[config.mk]
export PLATFORM = sky130hd
export DESIGN_NAME = interrupt_ctrl_flat
export DESIGN_NICKNAME = d
export VERILOG_FILES = /design/src/rtl/interrupt_ctrl_if.sv /design/src/rtl/interrupt_ctrl.sv /design/src/flat_wrapper.sv
export SDC_FILE = /design/constraint.sdc
export NUM_CORES = 1
export LEC_CHECK = 0
export CAP_MARGIN = 30
export CORE_MARGIN = 5
export CORE_UTILIZATION = 42
export DETAILED_ROUTE_END_ITERATION = 8
export GPL_TIMING_DRIVEN = 0
export PLACE_DENSITY_LB_ADDON = 0.3
export RECOVER_POWER = 50
export SYNTH_ARGS = -nofsm -noshare
export SYNTH_HDL_FRONTEND = slang
export SYNTH_SLANG_ARGS = --single-unit
[constraint.sdc]
create_clock -name clk -period 1.29 [get_ports clk]
set_input_delay 0.129 -clock clk [delete_from_list [all_inputs] [get_ports clk]]
set_output_delay 0.129 -clock clk [all_outputs]
set_load 0.005 [all_outputs]
[src/rtl/interrupt_ctrl_if.sv]
// interrupt_ctrl_if: pin, strobe and control signals between the 6502 core and its interrupt controller
interface interrupt_ctrl_if;
  logic       nmi;
  logic       irq;
  logic       fetch;
  logic       brk_op;
  logic       i_flag;
  logic       vec_lo_rd;
  logic       vec_hi_rd;
  logic       int_req;
  logic       pc_inc_inh;
  logic       wr_inh;
  logic       push_b;
  logic [7:0] vector_lo;
  logic       busy;
  modport slave (
    input  nmi, irq, fetch, brk_op, i_flag, vec_lo_rd, vec_hi_rd,
    output int_req, pc_inc_inh, wr_inh, push_b, vector_lo, busy
  );
  modport master (
    output nmi, irq, fetch, brk_op, i_flag, vec_lo_rd, vec_hi_rd,
    input  int_req, pc_inc_inh, wr_inh, push_b, vector_lo, busy
  );
endinterface

[src/rtl/interrupt_ctrl.sv]
// interrupt_ctrl: reset/NMI/IRQ/BRK sequencing with NMI hijack for a 6502-style core
module interrupt_ctrl (
  input  logic            clk,
  input  logic            reset,
  interrupt_ctrl_if.slave bus
);
  typedef enum logic [1:0] {IDLE, SEQ, VECT} state_t;
  typedef enum logic [1:0] {SRC_RST, SRC_NMI, SRC_IRQ, SRC_BRK} src_t;
  state_t     state_q, state_d;
  src_t       src_q, src_d, src_eff;
  logic [3:0] nmi_sh_q;
  logic [1:0] irq_sh_q;
  logic       nmi_pend_q, nmi_pend_d;
  logic       reset_pend_q, reset_pend_d;
  logic       brk_q, brk_d;
  logic       nmi_fall, irq_pend, hw_pend, take, fin;
  // [1:0] are the synchronizers; [3:2] only delay the synced NMI for edge detection
  always_ff @(posedge clk or posedge reset) begin
    if (reset) begin
      nmi_sh_q     <= '1;
      irq_sh_q     <= '1;
      nmi_pend_q   <= 1'b0;
      reset_pend_q <= 1'b1;
      state_q      <= SEQ;
      src_q        <= SRC_RST;
      brk_q        <= 1'b0;
    end else begin
      nmi_sh_q     <= {nmi_sh_q[2:0], bus.nmi};
      irq_sh_q     <= {irq_sh_q[0], bus.irq};
      nmi_pend_q   <= nmi_pend_d;
      reset_pend_q <= reset_pend_d;
      state_q      <= state_d;
      src_q        <= src_d;
      brk_q        <= brk_d;
    end
  end
  // next state, source latching with NMI hijack, and pending-event bookkeeping
  always_comb begin
    nmi_fall     = nmi_sh_q[3] & ~nmi_sh_q[2];
    irq_pend     = ~irq_sh_q[1] & ~bus.i_flag;
    hw_pend      = reset_pend_q | nmi_pend_q | irq_pend;
    take         = (state_q == IDLE) && bus.fetch && hw_pend;
    src_eff      = (state_q == SEQ && nmi_pend_q && (src_q == SRC_IRQ || src_q == SRC_BRK)) ? SRC_NMI : src_q;
    fin          = (state_q == VECT) && bus.vec_hi_rd;
    state_d      = state_q;
    src_d        = src_eff;
    brk_d        = brk_q;
    if (take) begin
      state_d = SEQ;
      brk_d   = 1'b0;
      if (reset_pend_q) src_d = SRC_RST;
      else if (nmi_pend_q) src_d = SRC_NMI;
      else src_d = SRC_IRQ;
    end else if (state_q == IDLE && bus.fetch && bus.brk_op) begin
      state_d = SEQ;
      src_d   = SRC_BRK;
      brk_d   = 1'b1;
    end else if (state_q == SEQ && bus.vec_lo_rd) begin
      state_d = VECT;
    end else if (fin) begin
      state_d = IDLE;
    end
    nmi_pend_d   = nmi_fall | (nmi_pend_q & ~(fin && src_q == SRC_NMI));
    reset_pend_d = reset_pend_q & ~(fin && src_q == SRC_RST);
  end
  // core-facing controls decoded from state and latched source
  always_comb begin
    bus.int_req    = take;
    bus.pc_inc_inh = take | (state_q == SEQ && !brk_q);
    bus.wr_inh     = (state_q != IDLE) && (src_q == SRC_RST);
    bus.push_b     = (state_q != IDLE) && brk_q;
    bus.busy       = state_q != IDLE;
    bus.vector_lo  = (state_q == IDLE) ? 8'hFE :
                     (src_eff == SRC_RST) ? 8'hFC :
                     (src_eff == SRC_NMI) ? 8'hFA : 8'hFE;
  end
endmodule

[src/flat_wrapper.sv]
// flat-port wrapper written by rule: the top's interface ports become plain ports
module interrupt_ctrl_flat 
  (clk, reset, bus_nmi, bus_irq, bus_fetch, bus_brk_op, bus_i_flag, bus_vec_lo_rd, bus_vec_hi_rd, bus_int_req, bus_pc_inc_inh, bus_wr_inh, bus_push_b, bus_vector_lo, bus_busy);
  interrupt_ctrl_if bus_i ();
  input  logic clk;
  input  logic reset;
  input wire logic [$bits(bus_i.nmi)-1:0] bus_nmi;
  input wire logic [$bits(bus_i.irq)-1:0] bus_irq;
  input wire logic [$bits(bus_i.fetch)-1:0] bus_fetch;
  input wire logic [$bits(bus_i.brk_op)-1:0] bus_brk_op;
  input wire logic [$bits(bus_i.i_flag)-1:0] bus_i_flag;
  input wire logic [$bits(bus_i.vec_lo_rd)-1:0] bus_vec_lo_rd;
  input wire logic [$bits(bus_i.vec_hi_rd)-1:0] bus_vec_hi_rd;
  output wire logic [$bits(bus_i.int_req)-1:0] bus_int_req;
  output wire logic [$bits(bus_i.pc_inc_inh)-1:0] bus_pc_inc_inh;
  output wire logic [$bits(bus_i.wr_inh)-1:0] bus_wr_inh;
  output wire logic [$bits(bus_i.push_b)-1:0] bus_push_b;
  output wire logic [$bits(bus_i.vector_lo)-1:0] bus_vector_lo;
  output wire logic [$bits(bus_i.busy)-1:0] bus_busy;
  assign bus_i.nmi = bus_nmi;
  assign bus_i.irq = bus_irq;
  assign bus_i.fetch = bus_fetch;
  assign bus_i.brk_op = bus_brk_op;
  assign bus_i.i_flag = bus_i_flag;
  assign bus_i.vec_lo_rd = bus_vec_lo_rd;
  assign bus_i.vec_hi_rd = bus_vec_hi_rd;
  assign bus_int_req = bus_i.int_req;
  assign bus_pc_inc_inh = bus_i.pc_inc_inh;
  assign bus_wr_inh = bus_i.wr_inh;
  assign bus_push_b = bus_i.push_b;
  assign bus_vector_lo = bus_i.vector_lo;
  assign bus_busy = bus_i.busy;
  interrupt_ctrl u_core (.clk(clk), .reset(reset), .bus(bus_i));
endmodule
==> impl_metrics.ini, run 1 <==
[clock_network]
numCtsBuffers = 3
h-tree-depth = 1
cts_tree = yes
cts_root_buffer = clkbuf_4
clkTransAtPathRegs_ns = 0.07
insertion_delay_ns = 0.26
holdBufCountCts = 0
cts_max_path_buffers = 2
numClockSinks = 13

[critical_path]
worst-path-max-fanout = 4
cp.arrival_ns = 1.39
startpoint_type = flip-flop
path_class = flip-flop to primary output
critPathRequiredTime_ns = 1.16
endpoint_kind = primary output

[global_route]
grt_pass1_vias = 538
antenna_found_initial = 0
gr-usage-met3 = 0.03988
grt_start_max_net_pins = 14
grt_use_met1 = 0.1298
grt_pass1_wl_mm = 2.346
grt_overflow_total = 0
grt_busiest_layer = met2
met2_usage = 0.2152
grt_usage = 0.1206

[yosys]
netlist_instances = 56
yosys_warnings = 0
async_flop_share = 1.000
synth_edf_count = 0
ys_types = 25
ys_seq_area_frac = 0.5328
syn-cell-area_um2 = 629.4
synthTopCellsByCount = dfstp_2, inv_1, buf_4
ys_seq_elements = 13
synth.most_common_cell = dfstp_2
ys.flop_type = dfstp_2
synth_top_area_cell = dfstp_2
synth.avg_cell_area_um2 = 11.24
netlist.area_leader.share = 0.3340
synthTopCellsByArea = dfstp_2, dfrtp_1, buf_4, inv_1, o311ai_4

[floorplan]
rows = 14
die_w_um = 48.71
start_util = 0.4277
core-area_um2 = 1471
die_area_um2 = 2373
die_h_um = 48.71
ios = 22

[detailed_routing]
wl_mm = 1.517
ant_nets = 0
first_pass_iters = 1
drcViolationCount = 0
via_per_inst = 4.618
vias = 508
post_drt_wl_per_cell_um = 13.79
drt_iter0_drc = 0

[sta]
hold_viol = 0
holdWs_ns = 0.3136
worst_slack_ns = -0.2338
fin_crit_ns = 1.524
fmaxAchievable_mhz = 656.2
finalMaxSlewViolations = 0
rsz0062_at_grt = true
setup_violations = 11
period_share = 1.181
final.setup_skew_ns = 0.0009239
fin_tns_setup_ns = -1.222

[status]
violations = negative setup slack
status = complete, but fails checks

[finish]
diodes = 0
area_growth_pct = 58.65
fin_cells = 110
drive_above_1_share = 0.5638
postLayoutCoreUtil = 0.6786
fillerInstances = 113
fin_nets = 104

[hold_path]
hold_class = input port to asynchronous set/reset pin

[pwr]
p_per_area_nw_per_um2 = 2113
leakage_nw = 0.4522
ir_drop_mv = 1.086

[job]
cap_violations = 0

[placed_design]
io_buffers = 15
hpwl_um = 851
placed_cells = 91
gp_congestion = 0.8141
==> kinds of logic after synthesis <==
group                  after synthesis  synth area share
DFF                                 13            0.5328
AOI/OAI and AO/OA                   13            0.1909
and+or+nand+nor                     15            0.1511
other                                2           0.01193
buffers and inverters               13            0.1133
==> through the flow <==
stage	power [mW]	worst slack, ns	instance area, µm²
floorplan	1.054	0.1227	644.4
global placement	1.384	-0.4442	814.5
detailed placement	1.395	-0.4617	814.5
CTS	1.911	-0.1827	950.9
global route	2.264	-0.2987	998.5
finish	2.110	-0.2338	998.5
==> power by group <==
group,switching (mW),leakage (nW),internal (mW)
Clock,0.106,0.0150,0.119
Combinational,0.521,0.296,0.712
Sequential,0.126,0.141,0.526
==> worst paths after layout <==
| check | start | end | slack (ns) | cells after the start |
|---|---|---|---|---|
| max | u_core.nmi_pend_q | bus_pc_inc_inh | -0.23 | 4 |
| min | reset | u_core.src_q[0] | 0.31 | 2 |
| max reg2reg | u_core.state_q[0] | u_core.brk_q | -0.09 | 6 |
| min reg2reg | u_core.nmi_sh_q[0] | u_core.nmi_sh_q[1] | 0.36 | 0 |
| max in group asynchronous | reset | u_core.irq_sh_q[1] | 0.64 | 2 |
| min in group clk | u_core.nmi_sh_q[0] | u_core.nmi_sh_q[1] | 0.36 | 0 |
==> registers in the layout (all words and copies together) (netlist names) <==
register and flops:
u_core.nmi_pend_q 1, u_core.nmi_sh_q 4, u_core.state_q 2, u_core.src_q 2, u_core.irq_sh_q 2, u_core.brk_q 1
u_core.reset_pend_q 1
==> final cells by class <==
type,instances,area [µm²],area share
clock buffers,4,26.28,0.02632
repair buffers,30,256.5,0.2569
plain buffers,6,45.04,0.04511
well taps,16,20.02,0.02005
multi-input cells,34,285.3,0.2857
flip-flops and latches,13,336.6,0.3371
inverters,7,28.78,0.02882
==> worst max-delay path, cell delays in order, from the launching register on <==
cell	delay [ns]
dfrtp_1	0.40
or2_4	0.25
o211ai_4	0.24
o31ai_4	0.11
buf_2	0.14
==> timing repair <==
item | in CTS | in global routing
setup endpoints to repair | 8 | 12
gates resized for setup | 37 | 9
pin swaps | 10 | 4
buffers inserted | 14 | 1
==> placed cells by master, fill, tap and decap left out, drive strengths merged <==
| cell | synthesis | final |
|---|---|---|
| o2bb2ai | 1 | 1 |
| o221ai | 1 | 1 |
| o21a | 1 | 1 |
| dfrtp | 5 | 5 |
| clkdlybuf4s50 | 0 | 5 |
| or2 | 1 | 1 |
| nand2b | 1 | 1 |
| a21oi | 2 | 2 |
| inv | 7 | 7 |
| and4b | 1 | 1 |
| and3 | 1 | 1 |
| nor2b | 4 | 4 |
| o21ai | 3 | 3 |
| nand3b | 1 | 1 |
| o31ai | 1 | 1 |
| nor3 | 1 | 1 |
| clkbuf | 0 | 4 |
| o311ai | 1 | 1 |
| conb | 2 | 6 |
| dfstp | 8 | 8 |
| dlygate4sd3 | 0 | 3 |
| buf | 6 | 27 |
| o31a | 1 | 1 |
| a2bb2oi | 1 | 1 |
| clkdlybuf4s15 | 0 | 1 |
| o211ai | 1 | 1 |
| nor2 | 5 | 5 |
==> routing by layer <==
metal | vias to the layer above | part of all wire
met4 | 0 | 0
met2 | 15 | 0.56
met3 | 0 | 0.057
met1 | 239 | 0.39
li1 | 254 | -
met5 | - | 0
No activity file was read; power rests on OpenSTA's default activity.
==> run 2, diff against run 1 <==
CORE_UTILIZATION = 35   (was 42)
==> impl_metrics.ini, run 2 (same netlist as run 1, synthesis figures left out) <==
[status]
status = complete, but fails checks
violations = negative setup slack

[pwr]
power_mw = 2.245
p_per_area_nw_per_um2 = 2141
ir_drop_mv = 1.040
leakage_nw = 0.4809

[placed_design]
placed_cells = 100
io_buffers = 15
postPlaceCellArea_um2 = 825.8
gp_congestion = 0.6809
hpwl_um = 835.4
dp_worst_setup_slack_ns = -0.4365

[floorplan]
die_area_um2 = 2746
ios = 22
start_util = 0.3645
rows = 15
die_h_um = 52.41
die_w_um = 52.41
core-area_um2 = 1727

[detailed_routing]
post_drt_wl_per_cell_um = 12.60
drt_iter0_drc = 7
vias = 535
first_pass_iters = 4
via_per_inst = 4.315
ant_nets = 0
drcViolationCount = 0
wl_mm = 1.562

[finish]
area_growth_pct = 66.60
regMostFlops = u_core.nmi_sh_q
largest_register_ffs = 4
finalInstanceArea_um2 = 1049
mostFrequentLayoutCells = buf_4, buf_6, dfstp_2, conb_1, buf_2
fin_nets = 109
fillerInstances = 166
final_common_cell = buf_4
diodes = 0
drive_above_1_share = 0.5758
fin_cells = 124

[global_route]
grt_usage = 0.1381
grt_overflow_total = 0
grt_start_max_net_pins = 14
grt_pass1_vias = 575
grt_pass1_wl_mm = 2.649
antenna_found_initial = 0

[sta]
fin_tns_setup_ns = -1.449
period_share = 1.226
worst_slack_ns = -0.2910
final.setup_skew_ns = 0.0007955
rsz0062_at_grt = true
fmaxAchievable_mhz = 632.5
finalMaxSlewViolations = 0
hold_viol = 0
fin_crit_ns = 1.581
setup_violations = 10

[critical_path]
endpoint_kind = primary output
slowest_stage = dfrtp_1
critPathRequiredTime_ns = 1.16
cp_slowest_stage_delay_ns = 0.42
cp_top_family = flip-flops
worst-path-max-fanout = 3
startpoint_type = flip-flop
cp_num_buf_inv = 2
path_class = flip-flop to primary output
cp.arrival_ns = 1.45
path_cells = or2_4 > o211ai_4 > buf_6 > o31ai_2 > buf_2

[clock_network]
numCtsBuffers = 3
cts_root_buffer = clkbuf_4
cts_tree = yes
insertion_delay_ns = 0.28
holdBufCountCts = 0
clkTransAtPathRegs_ns = 0.08
h-tree-depth = 1
numClockSinks = 13
cts_max_path_buffers = 2

[job]
cap_violations = 0

[hold_path]
hold_class = input port to asynchronous set/reset pin
## run 2: cell types whose count changed in the layout (fill, tap and decap cells not counted), sizes merged
cell,change
buf,+6
clkbuf,-1
clkdlybuf4s15,-1
clkinv,+1
## run 2: area by class of cell
cell class	instances	area [µm²]	share of cell area
Sequential cell	13	336.6	0.3210
Multi-Input combinational cell	34	271.5	0.2589
Clock inverter	1	5.005	0.004773
Timing Repair Buffer	35	310.3	0.2959
Tap cell	25	31.28	0.02983
Clock buffer	3	22.52	0.02148
Buffer	6	45.04	0.04296
Inverter	7	26.28	0.02506
## run 2: timing repair
action	in CTS	in global routing
setup endpoints to repair	7	11
gates resized for setup	43	4
buffers inserted	16	6
pin swaps	5	5
## run 2: report_power, final
group | internal, mW | switching, mW
Sequential | 0.526 | 0.120
Clock | 0.115 | 0.139
Combinational | 0.821 | 0.523
Total | 1.46 | 0.782
## run 2: worst register-to-register path, stage by stage, from the launching register on
cell and delay, ns:
dfrtp_2 0.43, nor2_4 0.19, buf_12 0.13, o211ai_4 0.08, buf_4 0.15, buf_4 0.13, a2bb2oi_2 0.15
## run 2: per-layer routing
| layer | vias up | global-route usage | routed length (µm) |
|---|---|---|---|
| li1 | 262 | - | - |
| met1 | 246 | 0.1569 | 630 |
| met2 | 23 | 0.2459 | 808 |
| met3 | 4 | 0.01709 | 86 |
| met4 | 0 | 0.07660 | 36 |
| met5 | - | 0 | 0 |
## run 2: worst paths after layout
path / slack [ns] / startpoint / end / cells after the start
min in group clk: 0.36 / u_core.nmi_sh_q[0] / u_core.nmi_sh_q[1] / 0
hold reg to reg: 0.36 / u_core.nmi_sh_q[0] / u_core.nmi_sh_q[1] / 0
setup reg to reg: -0.10 / u_core.state_q[1] / u_core.src_q[0] / 6
max in group asynchronous: 0.63 / reset / u_core.state_q[1] / 2
hold / removal: 0.30 / reset / u_core.src_q[0] / 2
setup / recovery: -0.29 / u_core.nmi_pend_q / bus_pc_inc_inh / 5
## run 2: stage by stage
step | hold WS (ns) | utilization
6_report | 0.3022 | 0.6072
5_1_grt | 0.3429 | 0.6072
4_1_cts | 0.1633 | 0.5833
3_5_place_dp | 0.3501 | 0.4783
3_3_place_gp | 0.3458 | 0.4783
2_1_floorplan | 0.0002338 | -
